**config.mk**
```make
export PLATFORM = sky130hd
export DESIGN_NAME = x25519_mult_sequencer
export DESIGN_NICKNAME = d
export VERILOG_FILES = /design/src/rtl/x25519_pkg.sv /design/src/rtl/x25519_mult_sequencer.sv
export SDC_FILE = /design/constraint.sdc
export NUM_CORES = 2
export LEC_CHECK = 0
export BUFFER_PORTS_ARGS = -buffer_cell sky130_fd_sc_hd__buf_2
export CORE_AREA = 2 2 622 624
export DETAILED_ROUTE_END_ITERATION = 12
export DIE_AREA = 0 0 624 626
export GPL_TIMING_DRIVEN = 0
export SLEW_MARGIN = 30
export SYNTH_ARGS = -nofsm -noshare
export SYNTH_HDL_FRONTEND = slang
export SYNTH_SLANG_ARGS = --single-unit
```
**constraint.sdc**
```tcl
create_clock -name clk -period 5 [get_ports clk]
set_input_delay 0.25 -clock clk [delete_from_list [all_inputs] [get_ports clk]]
set_output_delay 0.25 -clock clk [all_outputs]
set_load 0.01 [all_outputs]
```
**src/rtl/x25519_pkg.sv**
```systemverilog
// Shared X25519 types: operand word, pass count and the multiply sequencer states.
package x25519_pkg;

    localparam int X25519_WIDTH      = 264;
    localparam int X25519_NUM_PASSES = 32;

    typedef logic [263:0] x25519_word_t;

    typedef enum logic [1:0] {
        IDLE  = 2'd0,
        ISSUE = 2'd1,
        WAIT  = 2'd2,
        DONE  = 2'd3
    } mult_seq_state_t;

endpackage

```
**src/rtl/x25519_mult_sequencer.sv**
```systemverilog
// Drives one MultPass instance through NUM_PASSES passes of a 264-bit multiply,
// summing each pass result (mod 2^WIDTH, no reduction) into an accumulator and
// presenting the total with a one-cycle done pulse. A pass that never returns
// within TIMEOUT cycles of its mp_en aborts the multiply with an err pulse.
module x25519_mult_sequencer
    import x25519_pkg::*;
#(
    parameter int WIDTH      = X25519_WIDTH,
    parameter int NUM_PASSES = X25519_NUM_PASSES,
    parameter int TIMEOUT    = 255
) (
    input  logic                          clk,
    input  logic                          rst,
    input  logic                          start,
    input  logic [WIDTH-1:0]              a,
    input  logic [WIDTH-1:0]              b,
    output logic                          ready,
    output logic                          done,
    output logic                          err,
    output logic [WIDTH-1:0]              out,
    output logic                          mp_en,
    output logic [WIDTH-1:0]              mp_a,
    output logic [WIDTH-1:0]              mp_b,
    output logic [$clog2(NUM_PASSES)-1:0] mp_i,
    input  logic                          mp_out_valid,
    input  logic [WIDTH-1:0]              mp_out
);

    localparam int IW = $clog2(NUM_PASSES);
    localparam int TW = $clog2(TIMEOUT + 1);

    localparam logic [IW-1:0] LAST_PASS = IW'(NUM_PASSES - 1);
    localparam logic [IW-1:0] ONE_I     = IW'(1);
    localparam logic [TW-1:0] ONE_T     = TW'(1);
    // r_tmo holds cycles elapsed since mp_en, so hitting TIMEOUT-1 in WAIT
    // places the err pulse exactly TIMEOUT cycles after mp_en.
    localparam logic [TW-1:0] TMO_LAST  = TW'(TIMEOUT - 1);

    mult_seq_state_t  r_state;
    mult_seq_state_t  w_next;

    logic             r_ready;
    logic             r_done;
    logic             r_err;
    logic             r_mp_en;
    logic [WIDTH-1:0] r_out;
    logic [WIDTH-1:0] r_mp_a;
    logic [WIDTH-1:0] r_mp_b;
    logic [IW-1:0]    r_mp_i;
    logic [WIDTH-1:0] r_acc;
    logic [TW-1:0]    r_tmo;

    logic             w_accept;
    logic             w_last;
    logic             w_timeout;
    logic [WIDTH-1:0] w_sum;

    // Accumulator adder: plain truncating add, the carry out is discarded.
    assign w_sum = r_acc + mp_out;

    // Next-state decode plus the accept/last-pass/timeout qualifiers.
    always_comb begin
        w_next    = r_state;
        w_accept  = 1'b0;
        w_last    = (r_mp_i == LAST_PASS);
        w_timeout = 1'b0;
        case (r_state)
            IDLE: begin
                if (start) begin
                    w_accept = 1'b1;
                    w_next   = ISSUE;
                end else begin
                    w_next   = IDLE;
                end
            end
            ISSUE: begin
                w_next = WAIT;
            end
            WAIT: begin
                if (mp_out_valid) begin
                    if (w_last) begin
                        w_next = DONE;
                    end else begin
                        w_next = ISSUE;
                    end
                end else if (r_tmo == TMO_LAST) begin
                    w_timeout = 1'b1;
                    w_next    = IDLE;
                end else begin
                    w_next    = WAIT;
                end
            end
            DONE: begin
                if (start) begin
                    w_accept = 1'b1;
                    w_next   = ISSUE;
                end else begin
                    w_next   = IDLE;
                end
            end
            default: begin
                w_next = IDLE;
            end
        endcase
    end

    // State register.
    always_ff @(posedge clk) begin
        if (rst) begin
            r_state <= IDLE;
        end else begin
            r_state <= w_next;
        end
    end

    // Registered handshake outputs, decoded from the state being entered.
    always_ff @(posedge clk) begin
        if (rst) begin
            r_ready <= 1'b1;
            r_done  <= 1'b0;
            r_err   <= 1'b0;
            r_mp_en <= 1'b0;
        end else begin
            r_ready <= (w_next == IDLE) || (w_next == DONE);
            r_done  <= (w_next == DONE);
            r_err   <= w_timeout;
            r_mp_en <= (w_next == ISSUE);
        end
    end

    // Operand latch, pass counter, timeout counter, accumulator and result.
    always_ff @(posedge clk) begin
        if (rst) begin
            r_mp_a <= {WIDTH{1'b0}};
            r_mp_b <= {WIDTH{1'b0}};
            r_mp_i <= {IW{1'b0}};
            r_acc  <= {WIDTH{1'b0}};
            r_tmo  <= {TW{1'b0}};
            r_out  <= {WIDTH{1'b0}};
        end else if (w_accept) begin
            r_mp_a <= a;
            r_mp_b <= b;
            r_mp_i <= {IW{1'b0}};
            r_acc  <= {WIDTH{1'b0}};
            r_tmo  <= {TW{1'b0}};
        end else begin
            case (r_state)
                ISSUE: begin
                    r_tmo <= ONE_T;
                end
                WAIT: begin
                    if (mp_out_valid) begin
                        r_acc <= w_sum;
                        if (w_last) begin
                            r_out  <= w_sum;
                        end else begin
                            r_mp_i <= r_mp_i + ONE_I;
                        end
                    end else if (w_timeout) begin
                        r_acc <= {WIDTH{1'b0}};
                    end else begin
                        r_tmo <= r_tmo + ONE_T;
                    end
                end
                default: begin
                    r_tmo <= r_tmo;
                end
            endcase
        end
    end

    assign ready = r_ready;
    assign done  = r_done;
    assign err   = r_err;
    assign out   = r_out;
    assign mp_en = r_mp_en;
    assign mp_a  = r_mp_a;
    assign mp_b  = r_mp_b;
    assign mp_i  = r_mp_i;

endmodule
```
==> flow_summary.yaml <==
status:
  status: "finished with violations"
  failed_checks: "setup timing"
critical_path:
  cp-end-kind: "flip-flop"
  path_buf_inv: 2
  crit_fanout: 4
  critPathSlowestCell: "o41ai_4"
  crit_family: "compound AO/OA/AOI/OAI gates"
  max_stage_delay_ns: 0.51
  cp.arrival_ns: 5.79
  crit_chain: "inv_1, fa_1, nor2b_2, o31ai_4, a211o_1, a21oi_4, o21ai_1, a31oi_4, buf_12, o21a_4, a31oi_2, o21a_2, nor4_4, o2111ai_4, o41ai_4, xnor2_2, nand2_4, a21oi_1"
  crit_type: "reg -> reg"
  critPathLaunchType: "flip-flop"
  cp.required_ns: 5.77
routing:
  firstDrtPassIters: 6
  wirelength_microns: 426400
  detail_route.wl_per_cell_microns: 28.12
  viasPerCell: 4.594
  dr_total_vias: 69670
  ant_nets: 0
  drt_iter0_markers: 7269
  drc_errors: 0
worst_hold_path:
  hold_path.class: "in -> reg"
synth:
  seq_area_frac_synth_pct: 38.32
  synth_edf_count: 0
  synth_cells: 7596
  syn_nets: 8664
  ys_top_cells_by_count: "nand2_1, a21oi_1, dfxtp_1"
  synth_warnings: 0
  yosys.cell_count.top_type: "nand2_1"
  yosysTopAreaCell: "dfxtp_1"
  synth_area_leaders: "dfxtp_1, nand2_1, a21oi_1, ha_1, clkbuf_1"
  async_flop_share_pct: 0
  synth_ff_type: "dfxtp_1"
  yosysTopAreaCellShare_pct: 38.32
  synth_cell_types: 106
  synth.avg_cell_area_sq_um: 7.393
  ys_ff_latch: 1075
  synth_area_sq_mm: 0.05616
floorplanning:
  die_h_microns: 626
  rows: 228
  pin_count: 1597
  coreArea_sq_mm: 0.3843
  die_w_microns: 624
  design.die.area_sq_mm: 0.3906
  start_util_pct: 14.61
timing:
  clock-skew-final_ns: 0.07429
  clock.fmax_mhz: 199.4
  drv_slew: 0
  hold_viol_final: 0
  period_needed_ns: 5.014
  timing.final.crit_share_pct: 100.3
  setup_viol: 1
  tns_ns: -0.01384
  slew-limit-headroom_pct: 27.49
  worst_slew_pin_slew_ns: 1.088
  worst_slack_ns: -0.01384
clock_network:
  clkLatencyLatePin_ns: 0.85
  cts_buffers: 142
  clkSinkCount: 1075
  cts_tree: "done"
  clockBufferDepth: 4
  clk_pin_slew_ns: 0.07
  cts_root_buf: "clkbuf_16"
  htree_levels: 4
placement:
  io_buffers: 1596
  gp_congestion: 1.104
  place_hpwl_microns: 367800
  dpl-instance-area_sq_mm: 0.07086
cells_and_area:
  stdcell_area_sq_mm: 0.08268
  areaGrowthSynthToFinish_pct: 47.22
  nets: 11000
  layout-drive-gt1-share_pct: 21.49
global_routing:
  antenna_found_initial: 114
  track_usage_pct: 20.61
  grt_max_degree: 14
  grt_pass1_wl_microns: 555400
  grt-ovfl-total: 0
  grt_pass1_vias: 64890
run:
  cap_violations: 0
power:
  p_per_area_mw_per_mm2: 386.3
  p_leak_nw: 33.77
  ir_drop_uv: 269.5
-- cells in the final DEF, fill, tap and decap left out, drive strengths merged, types with 157 or more instances in the layout --
cell	netlist	layout
a21oi	1389	1389
buf	77	1724
clkbuf	429	594
dfxtp	1075	1075
dlygate4sd3	0	555
ha	271	271
nand2	2043	2043
nand3	157	157
nand4	168	168
nor2	370	370
o21ai	325	325
xnor2	161	161
-- routing by layer --
metal | global-route usage [%] | up-vias | part of all wire (%)
met2 | 31.89 | 3786 | 43
met5 | 0.7038 | - | 0.16
li1 | - | 31230 | -
met4 | 14.54 | 44 | 8.5
met3 | 6.261 | 835 | 10
met1 | 24.21 | 33770 | 38
-- area by class of cell --
type | count | area [sq um]
Fill cell | 43260 | 301600
Multi-Input combinational cell | 5901 | 33270
Sequential cell | 1075 | 21520
Timing Repair Buffer | 2202 | 14200
Tap cell | 5060 | 6331
Clock buffer | 178 | 3894
Buffer | 493 | 1961
Clock inverter | 71 | 895.9
Inverter | 114 | 427.9
Antenna cell | 71 | 177.7
-- sequential cells by signal, summed over array words and instances, names as in the netlist, 2 cells and up --
name     flops
out        264
r_tmo        8
r_state      2
r_acc      264
mp_b       264
mp_i         5
mp_a       264
-- worst min-delay path, cell delays in order --
cell and delay (ns):
buf_2 0.09, ha_2 0.26, xnor2_1 0.09, nand2_1 0.12, a21oi_1 0.08
-- logic make-up after synthesis --
logic type | Yosys count | share of synthesized area (%)
buffers and inverters | 620 | 4.269
muxes | 5 | 0.09135
AOI/OAI and AO/OA | 2351 | 24.59
adders and majority gates | 272 | 6.073
and+or+nand+nor | 3004 | 22.46
xor gates and xnor gates | 269 | 4.195
DFF | 1075 | 38.32
-- power by group --
group | internal, W | switching, W
clock network | 0.00627 | 0.00464
logic | 0.00306 | 0.00773
registers | 0.00956 | 0.000681
-- path summary, 6_finish.rpt --
path	depth (start not counted)	slack [ns]	end	from
min reg2reg	2	0.45	out[233]	out[233]
min	5	0.10	r_acc[16]	mp_out[16]
max reg2reg	18	-0.01	out[254]	r_acc[1]
max	18	-0.01	out[254]	r_acc[1]
-- what timing repair did --
item,in CTS,in global routing
hold buffers,555,0
buffers inserted,21,15
resized for setup,96,89
pin swaps,23,30
hold endpoints to repair,573,0
endpoints found under the setup margin,179,86
-- stage by stage --
step / hold slack, ns / worst slack, ns / instances / util (%) / total power, W
global placement: 0.4374 / -1.648 / 14250 / 18.34 / 0.02027
global route: 0.08452 / -0.05413 / 15150 / 21.51 / 0.03304
finish: 0.1046 / -0.01384 / 15170 / 21.52 / 0.03194
CTS: 0.002480 / -0.07756 / 15090 / 21.33 / 0.03182
floorplan: 0.3860 / 1.237 / 7596 / - / 0.01513
detailed placement: 0.4435 / -1.634 / 14270 / 18.44 / 0.02041
(Power assumes the default switching activity.)
